### config.mk
export PLATFORM = sky130hd
export DESIGN_NAME = reg_write_arbiter
export DESIGN_NICKNAME = d
export VERILOG_FILES = /design/src/rtl/reg_arb_pkg.sv /design/src/rtl/reg_write_arbiter_rr_pick.sv /design/src/rtl/reg_write_arbiter.sv
export SDC_FILE = /design/constraint.sdc
export NUM_CORES = 1
export LEC_CHECK = 0
export ABC_CLOCK_PERIOD_IN_PS = 6900
export CORE_MARGIN = 8
export CORE_UTILIZATION = 46
export CTS_BUF_LIST = sky130_fd_sc_hd__clkbuf_8
export DETAILED_ROUTE_END_ITERATION = 10
export PLACE_DENSITY = 0.88
export SLEW_MARGIN = 20
export SYNTH_ARGS = -nofsm -noshare
export SYNTH_HDL_FRONTEND = slang
export SYNTH_HIERARCHICAL = 1
export SYNTH_SLANG_ARGS = --single-unit
### constraint.sdc
create_clock -name clk -period 6.9 [get_ports clk]
set_input_delay 1.38 -clock clk [delete_from_list [all_inputs] [get_ports clk]]
set_output_delay 1.38 -clock clk [all_outputs]
set_load 0.02 [all_outputs]
### src/rtl/reg_arb_pkg.sv
`default_nettype none
// ============================================================================
// Module   : reg_arb_pkg
// Brief    : Shared types, defaults and helpers for the register write arbiter
// Revision : 1.0 - initial release
// ============================================================================
package reg_arb_pkg;

  localparam int DEF_N     = 4;
  localparam int DEF_WIDTH = 8;
  localparam int MAX_N     = 8;
  localparam int MAX_IW    = 3;

  typedef enum logic [0:0] {
    ST_IDLE  = 1'b0,
    ST_OWNED = 1'b1
  } arb_state_t;

  // Index to one-hot over the largest supported requester count; callers
  // truncate to their own N.
  function automatic logic [MAX_N-1:0] idx_to_onehot(input logic [MAX_IW-1:0] idx);
    logic [MAX_N-1:0] oh;
    oh      = '0;
    oh[idx] = 1'b1;
    return oh;
  endfunction

endpackage
`default_nettype wire

### src/rtl/reg_write_arbiter_rr_pick.sv
`default_nettype none
// ============================================================================
// Module   : rr_pick
// Brief    : Combinational rotate-priority picker; search starts at i_ptr,
//            ascends and wraps at N-1 back to 0.
// Revision : 1.0 - initial release
// ============================================================================
module rr_pick #(
  parameter int N  = 4,
  parameter int IW = $clog2(N)
) (
  input  logic [N-1:0]  i_req,
  input  logic [IW-1:0] i_ptr,
  output logic          o_any,
  output logic [IW-1:0] o_idx
);

  // First requesting index at or after the pointer, wrapping around
  always_comb begin
    o_any = 1'b0;
    o_idx = '0;
    for (int k = 0; k < N; k++) begin
      int j;
      j = int'(i_ptr) + k;
      if (j >= N) j = j - N;
      if (!o_any && i_req[j]) begin
        o_any = 1'b1;
        o_idx = IW'(j);
      end
    end
  end

endmodule
`default_nettype wire

### src/rtl/reg_write_arbiter.sv
`default_nettype none
// ============================================================================
// Module   : reg_write_arbiter
// Brief    : Round-robin arbiter sharing one WIDTH-bit register among N
//            requesters, with per-requester lock for multi-beat bursts.
// Revision : 1.0 - initial release
// ============================================================================
module reg_write_arbiter
  import reg_arb_pkg::*;
#(
  parameter int N     = DEF_N,
  parameter int WIDTH = DEF_WIDTH
) (
  input  logic                   clk,
  input  logic                   rst,
  input  logic [N-1:0]           i_req,
  input  logic [N-1:0]           i_lock,
  input  logic [N*WIDTH-1:0]     i_wdata,
  output logic [N-1:0]           o_gnt,
  output logic [WIDTH-1:0]       o_q,
  output logic                   o_q_valid,
  output logic [$clog2(N)-1:0]   o_owner
);

  localparam int IW = $clog2(N);

  arb_state_t       r_state;
  logic [IW-1:0]    r_ptr;
  logic [IW-1:0]    r_owner;
  logic [N-1:0]     r_gnt;
  logic [WIDTH-1:0] r_q;
  logic             r_q_valid;

  logic             w_any;
  logic [IW-1:0]    w_pick_idx;
  logic             w_hold;
  logic [IW-1:0]    w_sel;
  logic [N-1:0]     w_sel_oh;
  logic [WIDTH-1:0] w_data_arr [N];

  generate
    for (genvar g = 0; g < N; g++) begin : g_unpack
      assign w_data_arr[g] = i_wdata[g*WIDTH +: WIDTH];
    end
  endgenerate

  rr_pick #(
    .N  (N),
    .IW (IW)
  ) u_rr_pick (
    .i_req (i_req),
    .i_ptr (r_ptr),
    .o_any (w_any),
    .o_idx (w_pick_idx)
  );

  // The locked owner keeps the grant only while it is still requesting
  always_comb begin
    w_hold   = (r_state == ST_OWNED) && i_req[r_owner];
    w_sel    = w_hold ? r_owner : w_pick_idx;
    w_sel_oh = N'(idx_to_onehot(MAX_IW'(w_sel)));
  end

  // FSM, pointer and registered outputs; reset overrides everything
  always_ff @(posedge clk) begin
    if (!rst) begin
      r_state   <= ST_IDLE;
      r_ptr     <= '0;
      r_owner   <= '0;
      r_gnt     <= '0;
      r_q       <= '0;
      r_q_valid <= 1'b0;
    end else if (w_hold || w_any) begin
      r_gnt     <= w_sel_oh;
      r_q       <= w_data_arr[w_sel];
      r_q_valid <= 1'b1;
      r_owner   <= w_sel;
      r_state   <= i_lock[w_sel] ? ST_OWNED : ST_IDLE;
      // A held burst does not move the pointer; a fresh pick advances past it
      if (!w_hold) begin
        r_ptr <= (w_pick_idx == IW'(N-1)) ? '0 : w_pick_idx + IW'(1);
      end
    end else begin
      r_gnt     <= '0;
      r_q_valid <= 1'b0;
      r_state   <= ST_IDLE;
    end
  end

  assign o_gnt     = r_gnt;
  assign o_q       = r_q;
  assign o_q_valid = r_q_valid;
  assign o_owner   = r_owner;

endmodule
`default_nettype wire

==> results.md, run 1 <==
* First-pass GRT wire length at 6440 µm
* Final Skew at 0.00818 ns
* DPL Wire Length at 3230 µm
* Yosys top cell by area: dfxtp_1
* Final setup vio count at 0
* Clock latency on the worst-skew pair at 0.25 ns
* Fin area at 1850 µm²
* Post-cts sizing count at 0
* Avg Cell Area, Syn at 8.37 µm²
* DP Worst Slack at 2.50 ns
* Clock buffer depth at 2
* Hold-fix buffers, CTS at 0
* PnR worst setup slack at 3.06 ns
* Fill cells at 220
* Critical path endpoint category: flip-flop
* Grt met2 use at 29.4%
* Setup CP Type: in2reg
* RSZ-0062 raised after global routing: false
* Clock-pin slew on the worst setup and hold paths at 0.07 ns
* Startpoint Class: input port
* Post-CTS setup buffer count at 0
* Pint at 0.308 mW
* Yosys top cell area share at 28.7%
* GRT overflow at 0
* Initial DRC count at 58
* Worst path slowest cell: a21oi_1
* CTS buffer count at 3
* Post-Syn Area at 1250 µm²
* Grt peak-use layer: met2
* Post-Place Cell Area at 1790 µm²
* Initial antenna violation count at 0
* Final Wtd Congestion at 0.864
* Post-synth EDFFs at 0
* F_max at 0.260 GHz
* CP cell instances: clkdlybuf4s50_1 > a21oi_1 > o21ai_0 > a21oi_1 > inv_1 > a31o_2 > a22o_1 > o221a_2
* Leakage at 0.731 nW
* Ports at 57
* Hold WC Path Type: reg2reg
* WL final at 4060 µm
* Crit Path Max Fanout at 9
* Htree depth at 1
* Rel. slew slack at 39.8%
* Status: finished, final reports clean
* Largest net degree at the start of global routing at 18
* Max-Cap Viols at 0
* Flop and latch count out of synthesis at 18
* DRC errors left at 0
* CTS tree: yes
* Port Buffers at 56
* Worst path bufs/invs at 2
* Hold Slack at 0.518 ns
* Switching pwr at 0.190 mW
* Fraction of registers with async set/reset at 0%
* Most used DFF post-synth: dfxtp_1
* GRT Total Usage at 17.6%
* Dominant delay contributor by cell family on the critical path: compound AO/OA/AOI/OAI gates
* Synth warn at 6
* Vias at 1,395
* Mapped Nets at 193
* Net count, final at 245
* Met3 GRT Util at 4.75%
* Post-route ant nets at 0
* CTS root buf: clkbuf_8
* Fin crit share at 55.7%
* Number of diodes at 0
* Vias per cell at 6.01
* CP Data Required Time at 7.04 ns
* Reg-to-reg setup timing slack at 4.41 ns
* Final-report hold violation count at 0
* Clock power share at 17.4%
* Logic gate share of total power at 53.1%
* Total power at 0.498 mW
* Slew @ Worst Pin at 0.903 ns
* Cell mode on critical path: a21oi_1
* Pwr/cell area at 269 nW/µm²
* Post-Synthesis Cells at 150
* Largest cells by area after synthesis: dfxtp_1 (29%), o221a_2 (6.3%), nand3_1 (6.0%)
* Sink Count at 18
* Seq/Total Area, Yosys at 28.7%
* Die height at 68.2 µm
* Area Growth Syn to Fin at 47.6%
* Starting Density at 47.1%
* Vias in the first global route at 1,404
* Max incr delay on CP at 0.74 ns
* CP Data Arrival Time at 3.99 ns
* Setup TNS Final at 0 ns
* Count leader, synth: dfxtp_1
* Clock period minus worst slack at 3.84 ns
* Placeable Area at 2660 µm²
* Commonest cells post-synth: dfxtp_1 (18), nand3_1 (15), nand2_1 (14), o21ai_0 (13), a31oi_1 (9)
* Pre-antenna DRT Iters at 4
* Drt wl/cell at 17.5 µm
* Share of cells above drive strength 1 at 12.9%
* Cell variety after synth at 42
* Die Footprint at 4660 µm²
* Num rows at 19
* Max Transition Viols Final at 0
* Routing usage on met1 at 21.4%
* Worst VDD drop at 185 µV
* Chip Width at 68.2 µm
* Sequential share of power at 29.6%
* Net Sw Frac at 38.2%
==> worst register-to-register path, delay by kind of cell, from the launching register on <==
family                 cells  cell delay, ns
AO/OA/AOI/OAI              5            1.62
flip-flops                 1            0.41
buffers and inverters      1            0.22
AND/OR/NAND/NOR            1            0.13
==> worst paths after layout <==
kind / endpoint / depth (start not counted) / from
max reg2reg: o_q[0]$_SDFFE_PN0P_ / 7 / r_ptr[0]$_SDFFE_PN0P_
max: o_q[0]$_SDFFE_PN0P_ / 8 / i_req[0]
min: r_ptr[1]$_SDFFE_PN0P_ / 2 / r_ptr[1]$_SDFFE_PN0P_
min reg2reg: r_ptr[1]$_SDFFE_PN0P_ / 2 / r_ptr[1]$_SDFFE_PN0P_
==> state kept, by name (all words and copies together), names as in the netlist <==
signal / flops
o_gnt: 4
o_owner: 2
r_ptr: 2
o_q: 8
o_q_valid: 1
r_state: 1
==> final cells by class <==
class / count / area (µm²) / share of cell area (%)
repair buffers: 56 / 561 / 30.3
flip-flops and latches: 18 / 360 / 19.5
well taps: 31 / 38.8 / 2.09
inverters: 7 / 26.3 / 1.42
multi-input cells: 116 / 811 / 43.8
clock buffers: 4 / 55.1 / 2.97
==> power groups by stage <==
| stage | logic [mW] | clock network, mW | registers (mW) |
|---|---|---|---|
| 6_report | 0.264 | 0.0865 | 0.147 |
| 5_1_grt | 0.286 | 0.0913 | 0.150 |
| 4_1_cts | 0.263 | 0.0881 | 0.147 |
| 3_5_place_dp | 0.262 | 0 | 0.149 |
| 3_3_place_gp | 0.255 | 0 | 0.147 |
| 2_1_floorplan | 0.150 | 0 | 0.167 |
==> logic make-up after synthesis <==
kind of cell,Yosys count,share of synthesized area [%]
and+or+nand+nor,47,19.4
buffers and inverters,16,6.98
adders and majority gates,1,0.997
AOI/OAI and AO/OA,59,36.0
muxes,9,7.88
DFF,18,28.7
==> layout by cell type (no fill, tap or decap), drive strengths merged, types with 2 or more instances in the layout <==
cell type	instances
and2	4
clkbuf	4
a22o	9
nand2b	4
a31oi	9
or3	2
dfxtp	18
mux2i	5
a21oi	8
o221a	7
inv	7
clkdlybuf4s50	56
a22oi	2
nor2	2
nand2	14
mux2	4
a21boi	4
o21ai	13
nand3	15
nor2b	2
==> metal layers <==
layer | part of all wire [%] | wire length (µm)
met1 | 41 | 1660
met2 | 47 | 1910
met3 | 11 | 466
met4 | 0.67 | 27
met5 | 0 | 0
==> per-stage QoR <==
step | std cells | util, %
2_1_floorplan | 150 | -
3_3_place_gp | 228 | 67.3
3_5_place_dp | 228 | 67.3
4_1_cts | 232 | 69.4
5_1_grt | 232 | 69.5
6_report | 232 | 69.5
No activity file was read; power rests on OpenSTA's default activity.
==> run 2, diff against run 1 <==
- ABC_CLOCK_PERIOD_IN_PS: 6900 -> 3600
- CORE_UTILIZATION: 46 -> 43
- PLACE_DENSITY: 0.88 -> 0.83
- clock period: 6.9 -> 3.6 ns (I/O delays scaled with it)
==> results.md, run 2 (synthesized netlist as in run 1, its figures left out) <==
* Status: finished, final reports clean (unchanged)
* Sink Count at 18 (unchanged)
* Num rows at 19 (unchanged)
* Setup CP Type: in2reg (unchanged)
* Clock latency on the worst-skew pair at 0.26 ns (was 0.25 ns)
* GRT Total Usage at 16.6% (was 17.6%)
* Max Transition Viols Final at 0 (unchanged)
* Die Footprint at 4900 µm² (was 4660 µm²)
* Worst path slowest cell: clkdlybuf4s50_1 (was a21oi_1)
* Post-CTS setup buffer count at 0 (unchanged)
* Drt wl/cell at 17.9 µm (was 17.5 µm)
* Net count, final at 248 (was 245)
* DPL Wire Length at 3240 µm (was 3230 µm)
* Hold path depth at 2 (unchanged)
* Most common cell after layout, fill and taps aside: clkdlybuf4s50_1 (unchanged)
* Post-Layout Cell Count at 235 (was 232)
* Rel. slew slack at 57.3% (was 39.8%)
* Starting Density at 45.5% (was 47.1%)
* Hold-fix buffers, CTS at 0 (unchanged)
* WL final at 4200 µm (was 4060 µm)
* CTS root buf: clkbuf_8 (unchanged)
* Post-route ant nets at 0 (unchanged)
* Final Wtd Congestion at 0.851 (was 0.864)
* CP Data Required Time at 3.75 ns (was 7.04 ns)
* CP Data Arrival Time at 3.14 ns (was 3.99 ns)
* GRT overflow at 0 (unchanged)
* Startpoint Class: input port (unchanged)
* Post-cts sizing count at 0 (unchanged)
* Max incr delay on CP at 0.55 ns (was 0.74 ns)
* Vias at 1,403 (was 1,395)
* Max FFs per register at 8 (unchanged)
* F_max at 0.334 GHz
* Final-report hold violation count at 0 (unchanged)
* Final setup vio count at 0 (unchanged)
* DRC errors left at 0 (unchanged)
* Reg-to-reg setup timing slack at 1.30 ns (was 4.41 ns)
* Setup TNS Final at 0 ns (unchanged)
* Max-Cap Viols at 0 (unchanged)
* Number of diodes at 0 (unchanged)
* CP cell instances: clkdlybuf4s50_1 > inv_1 > a221o_1 > a21oi_1 > a22oi_1 > nand3_1 > a31oi_1 > o221a_2 (was clkdlybuf4s50_1 > a21oi_1 > o21ai_0 > a21oi_1 > inv_1 > a31o_2 > a22o_1 > o221a_2)
* Reg2Reg Depth at 7 (unchanged)
* Initial DRC count at 90 (was 58)
* Hold WC Path Type: reg2reg (unchanged)
* Leading cell types in the layout, fill and taps excluded: clkdlybuf4s50_1 (56), dfxtp_1 (18), nand3_1 (15) (unchanged)
* Clock-pin slew on the worst setup and hold paths at 0.07 ns (about the same)
* Fin crit share at 83.1%
* First-pass GRT wire length at 6870 µm (was 6440 µm)
* Share of cells above drive strength 1 at 13.7% (was 12.9%)
* Port Buffers at 56 (unchanged)
* CTS buffer count at 3 (unchanged)
* Cells after DPL at 231 (was 228)
* Clock period minus worst slack at 2.99 ns
* Htree depth at 1 (unchanged)
* Die height at 70.0 µm (was 68.2 µm)
* Slew @ Worst Pin at 0.640 ns (was 0.903 ns)
* Crit Path Max Fanout at 8 (was 9)
* Pre-antenna DRT Iters at 4 (unchanged)
* Pwr/cell area at 517 nW/µm² (was 269 nW/µm²)
* Placeable Area at 2760 µm² (was 2660 µm²)
* Largest net degree at the start of global routing at 18 (unchanged)
* Leakage at 0.745 nW (was 0.731 nW)
* Final Skew at 0.00259 ns (was 0.00818 ns)
* Area Growth Syn to Fin at 49.1% (was 47.6%)
* Vias per cell at 5.97 (was 6.01)
* Chip Width at 70.0 µm (was 68.2 µm)
* RSZ-0062 raised after global routing: false (unchanged)
* Critical path endpoint category: flip-flop (unchanged)
* Clock buffer depth at 2 (unchanged)
* CTS tree: yes (unchanged)
* Initial antenna violation count at 0 (unchanged)
* Ports at 57 (unchanged)
* Worst VDD drop at 346 µV (was 185 µV)
* Vias in the first global route at 1,431 (was 1,404)
-- run 2: cell types whose count changed in the layout (fill, tap and decap cells not counted), sizes merged --
| cell | previous run | this run |
|---|---|---|
| buf | 0 | 3 |
-- run 2: critical path: cells and delay by family --
kind                   cells  cell delay, ns
and+or+nand+nor            1            0.17
buffers and inverters      2            0.63
AOI/OAI and AO/OA          5            1.61
-- run 2: cell type report --
cell class                 count  area, µm²
inverter                       7       26.3
timing repair buffer          59        583
clock buffer                   4       55.1
multi-input combinational    116        807
fill                         245        887
tap                           31       38.8
sequential                    18        360
-- run 2: worst paths after layout --
kind	from	endpoint
hold / removal	r_ptr[0]$_SDFFE_PN0P_	r_ptr[0]$_SDFFE_PN0P_
setup / recovery	i_req[1]	o_q[0]$_SDFFE_PN0P_
setup reg to reg	r_ptr[0]$_SDFFE_PN0P_	o_q[0]$_SDFFE_PN0P_
hold reg to reg	r_ptr[0]$_SDFFE_PN0P_	r_ptr[0]$_SDFFE_PN0P_
-- run 2: per-layer routing --
layer / wire length [µm] / global-route usage, % / vias up
met5: 0 / 0 / -
met4: 40 / 4.46 / 0
met3: 338 / 4.10 / 5
met2: 1920 / 28.6 / 75
met1: 1900 / 19.9 / 643
li1: - / - / 680
-- run 2: per-stage QoR --
stage / util, % / hold WS [ns] / setup WS, ns / cell area (µm²) / power [mW]
floorplan: - / 0.463 / 1.06 / 1250 / 0.609
global placement: 65.8 / 0.481 / 0.518 / 1820 / 0.784
detailed placement: 65.8 / 0.513 / 0.438 / 1820 / 0.795
CTS: 67.8 / 0.523 / 0.661 / 1870 / 0.968
global route: 67.8 / 0.550 / 0.444 / 1870 / 1.03
finish: 67.8 / 0.515 / 0.609 / 1870 / 0.967
-- run 2: power breakdown --
group,internal (mW),total (mW),leakage (nW),switching (mW)
registers,0.246,0.282,0.149,0.0362
logic,0.255,0.515,0.567,0.260
clock network,0.0974,0.170,0.0288,0.0730
==> run 3, diff against run 2 <==
- ABC_CLOCK_PERIOD_IN_PS: 3600 -> 2900
- clock period: 3.6 -> 2.9 ns (I/O delays scaled with it)
==> results.md, run 3 (synthesized netlist as in run 1, its figures left out) <==
* Final Skew at 0.00303 ns (was 0.00259 ns)
* WL final at 4150 µm (was 4200 µm)
* Routing usage on met1 at 19.3% (was 19.9%)
* Sink Count at 18 (unchanged)
* Grt peak-use layer: met2 (unchanged)
* CTS buffer count at 3 (unchanged)
* CTS root buf: clkbuf_8 (unchanged)
* Vias per cell at 5.99 (was 5.97)
* Net count, final at 251 (was 248)
* Hold endpoint: r_ptr[0]$_SDFFE_PN0P_ (unchanged)
* Fill cells at 237 (was 245)
* Reg2Reg Depth at 7 (unchanged)
* Final Wtd Congestion at 0.846 (was 0.851)
* Largest net degree at the start of global routing at 18 (unchanged)
* Post-CTS setup buffer count at 0 (unchanged)
* Hold path depth at 2 (unchanged)
* Rel. slew slack at 61.4% (was 57.3%)
* Clock buffer depth at 2 (unchanged)
* Max FFs per register at 8 (unchanged)
* GRT overflow at 0 (unchanged)
* Die height at 70.0 µm (unchanged)
* Grt met2 use at 27.2% (was 28.6%)
* Total power at 1.23 mW (was 0.967 mW)
* Initial antenna violation count at 0 (unchanged)
* Status: finished, final reports clean (unchanged)
* Startpoint Class: input port (unchanged)
* Crit path from: i_req[1] (unchanged)
* Hold-fix buffers, CTS at 0 (unchanged)
* Fin area at 1910 µm² (was 1870 µm²)
* CP Data Arrival Time at 2.73 ns (was 3.14 ns)
* Port Buffers at 56 (unchanged)
* Max incr delay on CP at 0.53 ns (was 0.55 ns)
* Post-cts sizing count at 0 (unchanged)
* Clock latency on the worst-skew pair at 0.26 ns (about the same)
* DRC errors left at 0 (unchanged)
* CP cell instances: clkdlybuf4s50_1 > inv_1 > a221o_1 > a21oi_1 > buf_12 > and2_1 > o21ai_0 > a31oi_1 > o221a_2 (was clkdlybuf4s50_1 > inv_1 > a221o_1 > a21oi_1 > a22oi_1 > nand3_1 > a31oi_1 > o221a_2)
* CTS tree: yes (unchanged)
* Leakage at 0.763 nW (was 0.745 nW)
* Ports at 57 (unchanged)
* Min-delay src: r_ptr[0]$_SDFFE_PN0P_ (unchanged)
* Worst VDD drop at 455 µV (was 346 µV)
* Initial DRC count at 95 (was 90)
* Pre-antenna DRT Iters at 4 (unchanged)
* Setup CP Type: in2reg (unchanged)
* Number of diodes at 0 (unchanged)
* Reg-to-reg setup timing slack at 0.79 ns (was 1.30 ns)
* DP Worst Slack at 0.127 ns (was 0.438 ns)
* Final-report hold violation count at 0 (unchanged)
* Met3 GRT Util at 3.25% (was 4.10%)
* Hold WC Path Type: reg2reg (unchanged)
* RSZ-0062 raised after global routing: false (unchanged)
* Worst path slowest cell: clkdlybuf4s50_1 (unchanged)
* Crit Path Max Fanout at 15 (was 8)
* Critical path endpoint category: flip-flop (unchanged)
* Slew @ Worst Pin at 0.577 ns (was 0.640 ns)
* Post-route ant nets at 0 (unchanged)
* Fin crit share at 87.0%
* Area Growth Syn to Fin at 51.8% (was 49.1%)
* Pwr/cell area at 643 nW/µm² (was 517 nW/µm²)
* First-pass GRT wire length at 6540 µm (was 6870 µm)
* GRT Total Usage at 16.2% (was 16.6%)
* Share of cells above drive strength 1 at 15.0% (was 13.7%)
* Clock-pin slew on the worst setup and hold paths at 0.07 ns (about the same)
* Vias in the first global route at 1,372 (was 1,431)
* Chip Width at 70.0 µm (unchanged)
* DPL Wire Length at 3300 µm (was 3240 µm)
* Vias at 1,425 (was 1,403)
* Leading cell types in the layout, fill and taps excluded: clkdlybuf4s50_1 (56), dfxtp_1 (18), nand3_1 (15) (unchanged)
* FF-to-FF Start: o_owner[1]$_SDFFE_PN0P_ (was r_ptr[0]$_SDFFE_PN0P_)
* Starting Density at 45.5% (unchanged)
* Post-Place Cell Area at 1850 µm² (was 1820 µm²)
* Die Footprint at 4900 µm² (unchanged)
* PnR worst setup slack at 0.377 ns (was 0.609 ns)
* Setup TNS Final at 0 ns (unchanged)
* CP Data Required Time at 3.10 ns (was 3.75 ns)
* Final setup vio count at 0 (unchanged)
* Num rows at 19 (unchanged)
* Drt wl/cell at 17.5 µm (was 17.9 µm)
* Placeable Area at 2760 µm² (unchanged)
* Max-Cap Viols at 0 (unchanged)
* Max Transition Viols Final at 0 (unchanged)
* Htree depth at 1 (unchanged)
* Most common cell after layout, fill and taps aside: clkdlybuf4s50_1 (unchanged)
* Hold Slack at 0.516 ns (was 0.515 ns)
* Clock period minus worst slack at 2.52 ns
* F_max at 0.396 GHz
* Crit Reg-Reg Endpoint: o_q[2]$_SDFFE_PN0P_ (was o_q[0]$_SDFFE_PN0P_)
==> run 3: cell count changes in the layout (fill, tap and decap cells not counted) <==
cell / previous run / this run
buf_12: 0 / 1
buf_4: 3 / 5
==> run 3: cell type report <==
cell class | instances | area (µm²) | area share (%)
Clock buffer | 4 | 55.1 | 2.89
Multi-Input combinational cell | 116 | 807 | 42.4
Inverter | 7 | 26.3 | 1.38
Sequential cell | 18 | 360 | 18.9
Timing Repair Buffer | 62 | 618 | 32.4
Tap cell | 31 | 38.8 | 2.04
==> run 3: per-stage QoR <==
| step | std cells | utilization, % |
|---|---|---|
| 2_1_floorplan | 150 | - |
| 3_3_place_gp | 234 | 67.1 |
| 3_5_place_dp | 234 | 67.1 |
| 4_1_cts | 238 | 69.1 |
| 5_1_grt | 238 | 69.1 |
| 6_report | 238 | 69.1 |
==> run 3: worst max-delay path, delay by kind of cell <==
family	cells	cell delay (ns)
buf+inv	3	0.78
simple gates	1	0.24
compound gates	5	1.11
==> run 3: power by group <==
part           internal (mW)  switching, mW
sequential             0.305         0.0392
clock                  0.121         0.0881
combinational          0.339          0.333
total                  0.765          0.460
==> run 3: how the worst max path moves through the flow <==
stage,endpoint,depth (start not counted)
after detailed placement,o_q[7]$_SDFFE_PN0P_,9
after floorplan,o_q[0]$_SDFFE_PN0P_,8
final,o_q[6]$_SDFFE_PN0P_,9
after global placement,o_q[6]$_SDFFE_PN0P_,10
after global routing,o_q[5]$_SDFFE_PN0P_,9
after CTS,o_q[7]$_SDFFE_PN0P_,9
==> run 3: routing by layer <==
layer,wire length (µm),vias to the layer above
met1,1920,647
met4,72,0
met3,284,9
met2,1870,86
li1,-,683
met5,0,-
